$ cat src/rtl/ddr2_arbit_if.sv
// Sequencer-side and pin-side signal bundle for the DDR2 command arbiter.
// BA_BITS / ADDR_BITS fall back to 2 / 13 when the controller does not define them.
`ifndef BA_BITS
`define BA_BITS 2
`endif
`ifndef ADDR_BITS
`define ADDR_BITS 13
`endif

interface ddr2_arbit_if #(
    parameter int BA_W   = `BA_BITS,
    parameter int ADDR_W = `ADDR_BITS
);
    logic              init_end;
    logic [3:0]        init_cmd;
    logic [BA_W-1:0]   init_ba;
    logic [ADDR_W-1:0] init_addr;

    logic              aref_req;
    logic              aref_en;
    logic [3:0]        aref_cmd;
    logic [ADDR_W-1:0] aref_addr;
    logic              aref_end;

    logic              wr_req;
    logic              wr_en;
    logic [3:0]        wr_cmd;
    logic [BA_W-1:0]   wr_ba;
    logic [ADDR_W-1:0] wr_addr;
    logic              wr_end;

    logic              rd_req;
    logic              rd_en;
    logic [3:0]        rd_cmd;
    logic [BA_W-1:0]   rd_ba;
    logic [ADDR_W-1:0] rd_addr;
    logic              rd_end;

    logic [3:0]        ddr_cmd;
    logic [BA_W-1:0]   ddr_ba;
    logic [ADDR_W-1:0] ddr_addr;
    logic              arb_err;

    // Handshake: *_req is a level held until its *_en pulse; *_en is high for exactly
    // the first cycle of the grant; *_end (a level of 1-2 cycles) closes the grant.
    modport master (
        output init_end, init_cmd, init_ba, init_addr,
        output aref_req, aref_cmd, aref_addr, aref_end,
        output wr_req, wr_cmd, wr_ba, wr_addr, wr_end,
        output rd_req, rd_cmd, rd_ba, rd_addr, rd_end,
        input  aref_en, wr_en, rd_en,
        input  ddr_cmd, ddr_ba, ddr_addr, arb_err
    );

    modport slave (
        input  init_end, init_cmd, init_ba, init_addr,
        input  aref_req, aref_cmd, aref_addr, aref_end,
        input  wr_req, wr_cmd, wr_ba, wr_addr, wr_end,
        input  rd_req, rd_cmd, rd_ba, rd_addr, rd_end,
        output aref_en, wr_en, rd_en,
        output ddr_cmd, ddr_ba, ddr_addr, arb_err
    );
endinterface

$ cat src/rtl/ddr2_arbit.sv
// DDR2 command arbiter: grants init/refresh/write/read sequencers and registers the pins.
// Define ARB_RR_EN to alternate contested write/read grants; otherwise write beats read.
`ifndef BA_BITS
`define BA_BITS 2
`endif
`ifndef ADDR_BITS
`define ADDR_BITS 13
`endif

module ddr2_arbit #(
    parameter int BA_W    = `BA_BITS,
    parameter int ADDR_W  = `ADDR_BITS,
    parameter int TMO_CYC = 1023
) (
    input  logic              ck,
    input  logic              rst_n,
    ddr2_arbit_if.slave       bus,
    output logic [2:0]        state_dbg
);
    typedef enum logic [2:0] {
        ST_INIT  = 3'd0,
        ST_IDLE  = 3'd1,
        ST_AREF  = 3'd2,
        ST_WRITE = 3'd3,
        ST_READ  = 3'd4
    } state_t;

    localparam int CNT_W = ($clog2(TMO_CYC + 1) > 10) ? $clog2(TMO_CYC + 1) : 10;
    localparam logic [CNT_W-1:0] TMO_LAST = CNT_W'(TMO_CYC - 1);
    localparam logic [3:0]       CMD_NOP  = 4'b0111;

    state_t            state_q, state_d;
    logic [CNT_W-1:0]  cnt_q, cnt_d;
    logic              err_q, err_d;
    logic              aref_en_q, aref_en_d;
    logic              wr_en_q, wr_en_d;
    logic              rd_en_q, rd_en_d;
    logic [3:0]        cmd_q, cmd_d;
    logic [BA_W-1:0]   ba_q, ba_d;
    logic [ADDR_W-1:0] addr_q, addr_d;
    logic              tmo;
    logic              wr_pick;

`ifdef ARB_RR_EN
    logic last_wr_q, last_wr_d;

    // Contested write/read goes to whichever did not win the last data grant.
    assign wr_pick = bus.wr_req && !(bus.rd_req && last_wr_q);

    always_comb begin
        last_wr_d = last_wr_q;
        if (wr_en_d) begin
            last_wr_d = 1'b1;
        end else if (rd_en_d) begin
            last_wr_d = 1'b0;
        end
    end

    always_ff @(posedge ck or negedge rst_n) begin
        if (!rst_n) begin
            last_wr_q <= 1'b0;
        end else begin
            last_wr_q <= last_wr_d;
        end
    end
`else
    assign wr_pick = bus.wr_req;
`endif

    // The counter holds the number of cycles already spent in the current grant.
    assign tmo = (cnt_q == TMO_LAST);

    always_comb begin
        state_d = state_q;
        cnt_d   = '0;
        err_d   = err_q;
        case (state_q)
            ST_INIT: begin
                if (bus.init_end) state_d = ST_IDLE;
            end
            ST_IDLE: begin
                if (bus.aref_req)    state_d = ST_AREF;
                else if (wr_pick)    state_d = ST_WRITE;
                else if (bus.rd_req) state_d = ST_READ;
            end
            ST_AREF: begin
                if (bus.aref_end) begin
                    state_d = ST_IDLE;
                end else if (tmo) begin
                    state_d = ST_IDLE;
                    err_d   = 1'b1;
                end else begin
                    cnt_d = cnt_q + CNT_W'(1);
                end
            end
            ST_WRITE: begin
                if (bus.wr_end) begin
                    state_d = ST_IDLE;
                end else if (tmo) begin
                    state_d = ST_IDLE;
                    err_d   = 1'b1;
                end else begin
                    cnt_d = cnt_q + CNT_W'(1);
                end
            end
            ST_READ: begin
                if (bus.rd_end) begin
                    state_d = ST_IDLE;
                end else if (tmo) begin
                    state_d = ST_IDLE;
                    err_d   = 1'b1;
                end else begin
                    cnt_d = cnt_q + CNT_W'(1);
                end
            end
            default: state_d = ST_INIT;
        endcase
        aref_en_d = (state_q == ST_IDLE) && (state_d == ST_AREF);
        wr_en_d   = (state_q == ST_IDLE) && (state_d == ST_WRITE);
        rd_en_d   = (state_q == ST_IDLE) && (state_d == ST_READ);
    end

    always_comb begin
        cmd_d  = CMD_NOP;
        ba_d   = '0;
        addr_d = '0;
        case (state_q)
            ST_INIT: begin
                cmd_d  = bus.init_cmd;
                ba_d   = bus.init_ba;
                addr_d = bus.init_addr;
            end
            ST_AREF: begin
                cmd_d  = bus.aref_cmd;
                addr_d = bus.aref_addr;
            end
            ST_WRITE: begin
                cmd_d  = bus.wr_cmd;
                ba_d   = bus.wr_ba;
                addr_d = bus.wr_addr;
            end
            ST_READ: begin
                cmd_d  = bus.rd_cmd;
                ba_d   = bus.rd_ba;
                addr_d = bus.rd_addr;
            end
            default: ;
        endcase
    end

    always_ff @(posedge ck or negedge rst_n) begin
        if (!rst_n) begin
            state_q   <= ST_INIT;
            cnt_q     <= '0;
            err_q     <= 1'b0;
            aref_en_q <= 1'b0;
            wr_en_q   <= 1'b0;
            rd_en_q   <= 1'b0;
            cmd_q     <= CMD_NOP;
            ba_q      <= '0;
            addr_q    <= '0;
        end else begin
            state_q   <= state_d;
            cnt_q     <= cnt_d;
            err_q     <= err_d;
            aref_en_q <= aref_en_d;
            wr_en_q   <= wr_en_d;
            rd_en_q   <= rd_en_d;
            cmd_q     <= cmd_d;
            ba_q      <= ba_d;
            addr_q    <= addr_d;
        end
    end

    assign bus.aref_en  = aref_en_q;
    assign bus.wr_en    = wr_en_q;
    assign bus.rd_en    = rd_en_q;
    assign bus.ddr_cmd  = cmd_q;
    assign bus.ddr_ba   = ba_q;
    assign bus.ddr_addr = addr_q;
    assign bus.arb_err  = err_q;
    assign state_dbg    = state_q;
endmodule
$ cat src/flat_wrapper.sv
// flat-port wrapper written by rule: the top's interface ports become plain ports
module ddr2_arbit_flat 
#(
    parameter int BA_W    = `BA_BITS,
    parameter int ADDR_W  = `ADDR_BITS,
    parameter int TMO_CYC = 1023
)
  (ck, rst_n, state_dbg, bus_init_end, bus_init_cmd, bus_init_ba, bus_init_addr, bus_aref_req, bus_aref_cmd, bus_aref_addr, bus_aref_end, bus_wr_req, bus_wr_cmd, bus_wr_ba, bus_wr_addr, bus_wr_end, bus_rd_req, bus_rd_cmd, bus_rd_ba, bus_rd_addr, bus_rd_end, bus_aref_en, bus_wr_en, bus_rd_en, bus_ddr_cmd, bus_ddr_ba, bus_ddr_addr, bus_arb_err);
  ddr2_arbit_if #(.BA_W(BA_W), .ADDR_W(ADDR_W)) bus_i ();
  input  logic ck;
  input  logic rst_n;
  output logic [2:0] state_dbg;
  input wire logic [$bits(bus_i.init_end)-1:0] bus_init_end;
  input wire logic [$bits(bus_i.init_cmd)-1:0] bus_init_cmd;
  input wire logic [$bits(bus_i.init_ba)-1:0] bus_init_ba;
  input wire logic [$bits(bus_i.init_addr)-1:0] bus_init_addr;
  input wire logic [$bits(bus_i.aref_req)-1:0] bus_aref_req;
  input wire logic [$bits(bus_i.aref_cmd)-1:0] bus_aref_cmd;
  input wire logic [$bits(bus_i.aref_addr)-1:0] bus_aref_addr;
  input wire logic [$bits(bus_i.aref_end)-1:0] bus_aref_end;
  input wire logic [$bits(bus_i.wr_req)-1:0] bus_wr_req;
  input wire logic [$bits(bus_i.wr_cmd)-1:0] bus_wr_cmd;
  input wire logic [$bits(bus_i.wr_ba)-1:0] bus_wr_ba;
  input wire logic [$bits(bus_i.wr_addr)-1:0] bus_wr_addr;
  input wire logic [$bits(bus_i.wr_end)-1:0] bus_wr_end;
  input wire logic [$bits(bus_i.rd_req)-1:0] bus_rd_req;
  input wire logic [$bits(bus_i.rd_cmd)-1:0] bus_rd_cmd;
  input wire logic [$bits(bus_i.rd_ba)-1:0] bus_rd_ba;
  input wire logic [$bits(bus_i.rd_addr)-1:0] bus_rd_addr;
  input wire logic [$bits(bus_i.rd_end)-1:0] bus_rd_end;
  output wire logic [$bits(bus_i.aref_en)-1:0] bus_aref_en;
  output wire logic [$bits(bus_i.wr_en)-1:0] bus_wr_en;
  output wire logic [$bits(bus_i.rd_en)-1:0] bus_rd_en;
  output wire logic [$bits(bus_i.ddr_cmd)-1:0] bus_ddr_cmd;
  output wire logic [$bits(bus_i.ddr_ba)-1:0] bus_ddr_ba;
  output wire logic [$bits(bus_i.ddr_addr)-1:0] bus_ddr_addr;
  output wire logic [$bits(bus_i.arb_err)-1:0] bus_arb_err;
  assign bus_i.init_end = bus_init_end;
  assign bus_i.init_cmd = bus_init_cmd;
  assign bus_i.init_ba = bus_init_ba;
  assign bus_i.init_addr = bus_init_addr;
  assign bus_i.aref_req = bus_aref_req;
  assign bus_i.aref_cmd = bus_aref_cmd;
  assign bus_i.aref_addr = bus_aref_addr;
  assign bus_i.aref_end = bus_aref_end;
  assign bus_i.wr_req = bus_wr_req;
  assign bus_i.wr_cmd = bus_wr_cmd;
  assign bus_i.wr_ba = bus_wr_ba;
  assign bus_i.wr_addr = bus_wr_addr;
  assign bus_i.wr_end = bus_wr_end;
  assign bus_i.rd_req = bus_rd_req;
  assign bus_i.rd_cmd = bus_rd_cmd;
  assign bus_i.rd_ba = bus_rd_ba;
  assign bus_i.rd_addr = bus_rd_addr;
  assign bus_i.rd_end = bus_rd_end;
  assign bus_aref_en = bus_i.aref_en;
  assign bus_wr_en = bus_i.wr_en;
  assign bus_rd_en = bus_i.rd_en;
  assign bus_ddr_cmd = bus_i.ddr_cmd;
  assign bus_ddr_ba = bus_i.ddr_ba;
  assign bus_ddr_addr = bus_i.ddr_addr;
  assign bus_arb_err = bus_i.arb_err;
  ddr2_arbit #(.BA_W(BA_W), .ADDR_W(ADDR_W), .TMO_CYC(TMO_CYC)) u_core (.ck(ck), .rst_n(rst_n), .bus(bus_i), .state_dbg(state_dbg));
endmodule
$ cat config.mk
export PLATFORM = sky130hd
export DESIGN_NAME = ddr2_arbit_flat
export DESIGN_NICKNAME = d
export VERILOG_FILES = /design/src/rtl/ddr2_arbit_if.sv /design/src/rtl/ddr2_arbit.sv /design/src/flat_wrapper.sv
export SDC_FILE = /design/constraint.sdc
export NUM_CORES = 1
export LEC_CHECK = 0
export CORE_MARGIN = 2
export CORE_UTILIZATION = 30
export DETAILED_ROUTE_END_ITERATION = 8
export PLACE_DENSITY_LB_ADDON = 0.25
export SYNTH_ARGS = -nofsm -noshare
export SYNTH_HDL_FRONTEND = slang
export SYNTH_SLANG_ARGS = --single-unit
$ cat constraint.sdc
create_clock -name ck -period 3.1 [get_ports ck]
set_input_delay 0.62 -clock ck [delete_from_list [all_inputs] [get_ports ck]]
set_output_delay 0.62 -clock ck [all_outputs]
set_load 0.02 [all_outputs]
After elaboration in Yosys (flattened, before gate mapping)
Cells that the tools add are included.

cells by class
  add/sub/neg operators = 1
  eq/ne operators = 11
  mux-type cells = 22
  reductions and logical operators = 6

operators by type and width
  cell                                           count
  case mux 13 bit (4 select lines)               1
  2-to-1 mux 10 bit                              4
  case mux 10 bit (3 select lines)               1
  2-to-1 mux 3 bit                               8
  case mux 4 bit (4 select lines)                1
  case mux 3 bit (5 select lines)                1
  == test 3 x 2 -> 1 bit, second input constant  4
  adder 10 x 1 -> 10 bit, second input constant  1
  == test 10 bit, second input constant          1
  == test 3 bit, second input constant           2
  != test 2 bit, second input constant           3
  case mux 2 bit (3 select lines)                1
  2-to-1 mux 1 bit                               4
  AND reduction 4 bit                            1
  == test 3 x 1 -> 1 bit, second input constant  1
  logical AND 1 bit                              3
  logical NOT 3 bit                              1
  case mux 1 bit (3 select lines)                1
  nonzero test 3 bit                             1

storage, ports and cells
  register bits = 36
  input port bits = 83
  output and inout port bits = 26
  word-level logic and storage cells = 49

Logic depth before layout (Yosys ltp)
  word-level depth = 6
  mapped depth = 6
  mapped depth without buffers = 6

Worst setup path before layout
OpenSTA, ideal clock, no wires.

  path kind = flip-flop to flip-flop
  start = reg u_core.state_q[0], in the netlist u_core.state_dbg[0]
  end = reg u_core.state_q[1], in the netlist u_core.state_dbg[1]
  arrival = 1.529 ns
  data required time = 3.025 ns
  setup slack = 1.496 ns
  cell stages (with the launch flop) = 6
  path buffers = 1
  cells stage by stage = dfrtp_1 -> buf_6 -> or4b_4 -> o211ai_2 -> o21ai_4 -> o21ai_2

on the way
  word-level cells in the longest chain between the ends = 2

RTL lines
  item                                   RTL line           text
  from (decl)                            ddr2_arbit.sv:32   state_t state_q, state_d;
  from (signal assigned)                 ddr2_arbit.sv:163  state_q <= state_d;
  == test 3 bit (tied with other cells)  ddr2_arbit.sv:77   case (state_q)
  case mux 3 bit (5 select lines) (*)    ddr2_arbit.sv:77
  named net u_core.state_d[1]            ddr2_arbit.sv:32

The timed path passes the listed nets; every way through them passes the cells marked *.
A chain may end at the register's enable or synchronous reset.

Final worst setup path
  start = reg u_core.state_q[0], in the netlist u_core.state_dbg[0]
  end = out state_dbg[0]

RTL lines
  item       RTL line            text
  to (decl)  flat_wrapper.sv:12  output logic [2:0] state_dbg;

No word-level cell between the ends.

==> metrics <==
CTS root buf clkbuf_8; cell area power density 707 nW/um2; core area 6310 um2; Port-buffer cells 108; Reg2Reg Launch Point u_core.state_dbg[0]; Final Skew 0.00710 ns; clock latency on the worst-skew pair 0.29 ns; final setup fails 0; worst path required time 2.48 ns; Post-Synthesis Cells 207; peak supply drop 0.000390 V; Mapped Area 1950 um2; hold buffers post-CTS 0; post-DP HPWL 4080 um; CP bufs+invs 1; Setup TNS 0 ns; f_max 414 MHz; post-route non-filler standard cell count 392; ratio of cells with drive above 1 in the final layout 0.102; CP Data Arrival Time 1.79 ns; clock sinks 36; initial antenna violation count 0; CP max stage cell dfrtp_1; top_reg_cell synth dfrtp_1; Synth top area share 0.424; post-synthesis sequential area ratio 0.465; Critical Path Source u_core.state_dbg[0]; FILL cells 629; clk buf depth 2; FF-to-FF path depth 4; vias in the first global route 1,835; WL final 5420 um; final global-route overflow total 0; synth unique cells 45; Worst setup EP type output pin; first-pass GRT wire length 8850 um; RSZ-0062 raised after global routing no; Die ar. 7150 um2; Slew headroom 0.463; Post-CTS Setup Bufs 0; CP peak stage delay 0.76 ns; element type at the critical path start flip-flop; Iter 0 DRT Violations 69; routed vias 1,830; Final Max Slew Viols 0; I/O Pins 109; Yosys top cell by area dfrtp_1; most common cell after layout, fill and taps aside clkdlybuf4s50_1; final RePlAce weighted congestion 0.768; Worst Setup EP state_dbg[0]; Worst Path Max Fanout 21; slack of the worst reg-to-reg path 1.13 ns; max_cap viols 0; drt first pass iters 4; cts bufs inserted 5; hold_ws 0.420 ns; clk slew on worst S/H paths 0.07 ns; Cell Rows 29; Critical Path, Cell by Cell clkdlybuf4s50_1; Worst-Margin Slew 0.806 ns; stages on the worst setup path 1; syn_area_per_cell 9.40 um2; Tcrit/Tclk final 0.779; status complete, no violations; Die X 84.5 um; post-detailed-route wirelength per cell 13.8 um; Placed Instances 384; Layout area overhead 66.4%; CTS tree done; synth top area cells dfrtp_1 42%, mux2i_1 8.7%, a21oi_1 5.1%; n_diodes 0; Worst R2R End u_core.bus.arb_err; # DRC 0; critical path's top delay family flip-flops; worst min path class input port to async pin; Total GRT Usage 0.156; Post-synth EDFFs 0; Async S/R FF share, synth 1.00; effective utilization at floorplan 0.308; DIE HEIGHT 84.5 um; crit path kind flip-flop to output pin; Syn Nets 292; Util after Layout 0.513; Leakage 0.00129 uW; largest net degree at the start of global routing 37; routed vias/inst 4.67; final hold vios 0; H-tree levels 2; commonest cells after routing, fill and taps aside 107 x clkdlybuf4s50_1, 33 x dfrtp_1, 22 x nor2_1; DRT antenna net count 0; # nets final 399; synthesized flop and latch total 36; post-CTS sizing 0; YS warnings 0; Period minus WS final 2.41 ns
==> Yosys cell counts (all sizes together), types with 3 or more instances <==
cell type	n
o22ai	3
inv	7
mux2i	17
dfrtp	33
nand4	3
nor2	30
mux2	3
nand3	4
xnor2	4
buf	10
o21ai	21
a21oi	20
dfstp	3
nand2	19
==> worst min path at each step <==
stage	startpoint	to	slack (ns)
final	rst_n	u_core.cnt_q[3]	0.42
after global routing	rst_n	u_core.bus.ddr_addr[5]	0.49
after CTS	rst_n	u_core.bus.ddr_addr[0]	0.45
after detailed placement	u_core.cnt_q[7]	u_core.cnt_q[7]	0.51
after global placement	u_core.cnt_q[7]	u_core.cnt_q[7]	0.50
after floorplan	rst_n	u_core.bus.arb_err	0.32
==> cell type report <==
type | instances | area [um2] | share of cell area
well taps | 77 | 96.3 | 0.0298
multi-input cells | 153 | 952 | 0.294
repair buffers | 111 | 1100 | 0.339
flip-flops and latches | 36 | 905 | 0.279
clock buffers | 5 | 68.8 | 0.0213
clock inverters | 3 | 90.1 | 0.0278
inverters | 7 | 26.3 | 0.00812
==> through the flow <==
stage                     total power, uW  setup slack (ns)  area, um2
after floorplan                      1280              1.50       1950
after global placement               1730             0.989       3080
after detailed placement             1740             0.962       3080
after CTS                            2320             0.664       3240
after global routing                 2440             0.568       3240
final                                2290             0.686       3240
==> cells by family after synthesis <==
group / after synthesis / synth area share
AOI/OAI and AO/OA: 54 / 0.167
xor gates and xnor gates: 5 / 0.0225
adders and majority gates: 2 / 0.0129
buffers and inverters: 18 / 0.0457
DFF: 36 / 0.465
muxes: 20 / 0.105
and+or+nand+nor: 72 / 0.183
==> flip-flops by register name (all words and copies together), names as in the netlist <==
name / cells
u_core.bus.arb_err: 1
u_core.cnt_q: 10
u_core.bus.aref_en: 1
u_core.bus.ddr_ba: 2
u_core.bus.ddr_cmd: 4
u_core.bus.rd_en: 1
u_core.bus.ddr_addr: 13
u_core.state_dbg: 3
u_core.bus.wr_en: 1
==> power by group <==
group / internal [uW] / switching [uW]
sequential: 614 / 92.7
clock: 402 / 171
combinational: 489 / 519
total: 1510 / 783
==> layer usage <==
layer / track usage / vias to the layer above / part of all wire
li1: - / 937 / -
met1: 0.186 / 829 / 0.42
met2: 0.271 / 55 / 0.51
met3: 0.0472 / 9 / 0.061
met4: 0.0476 / 0 / 0.015
met5: 0 / - / 0
Note: power is estimated with default switching activity, not from simulation.
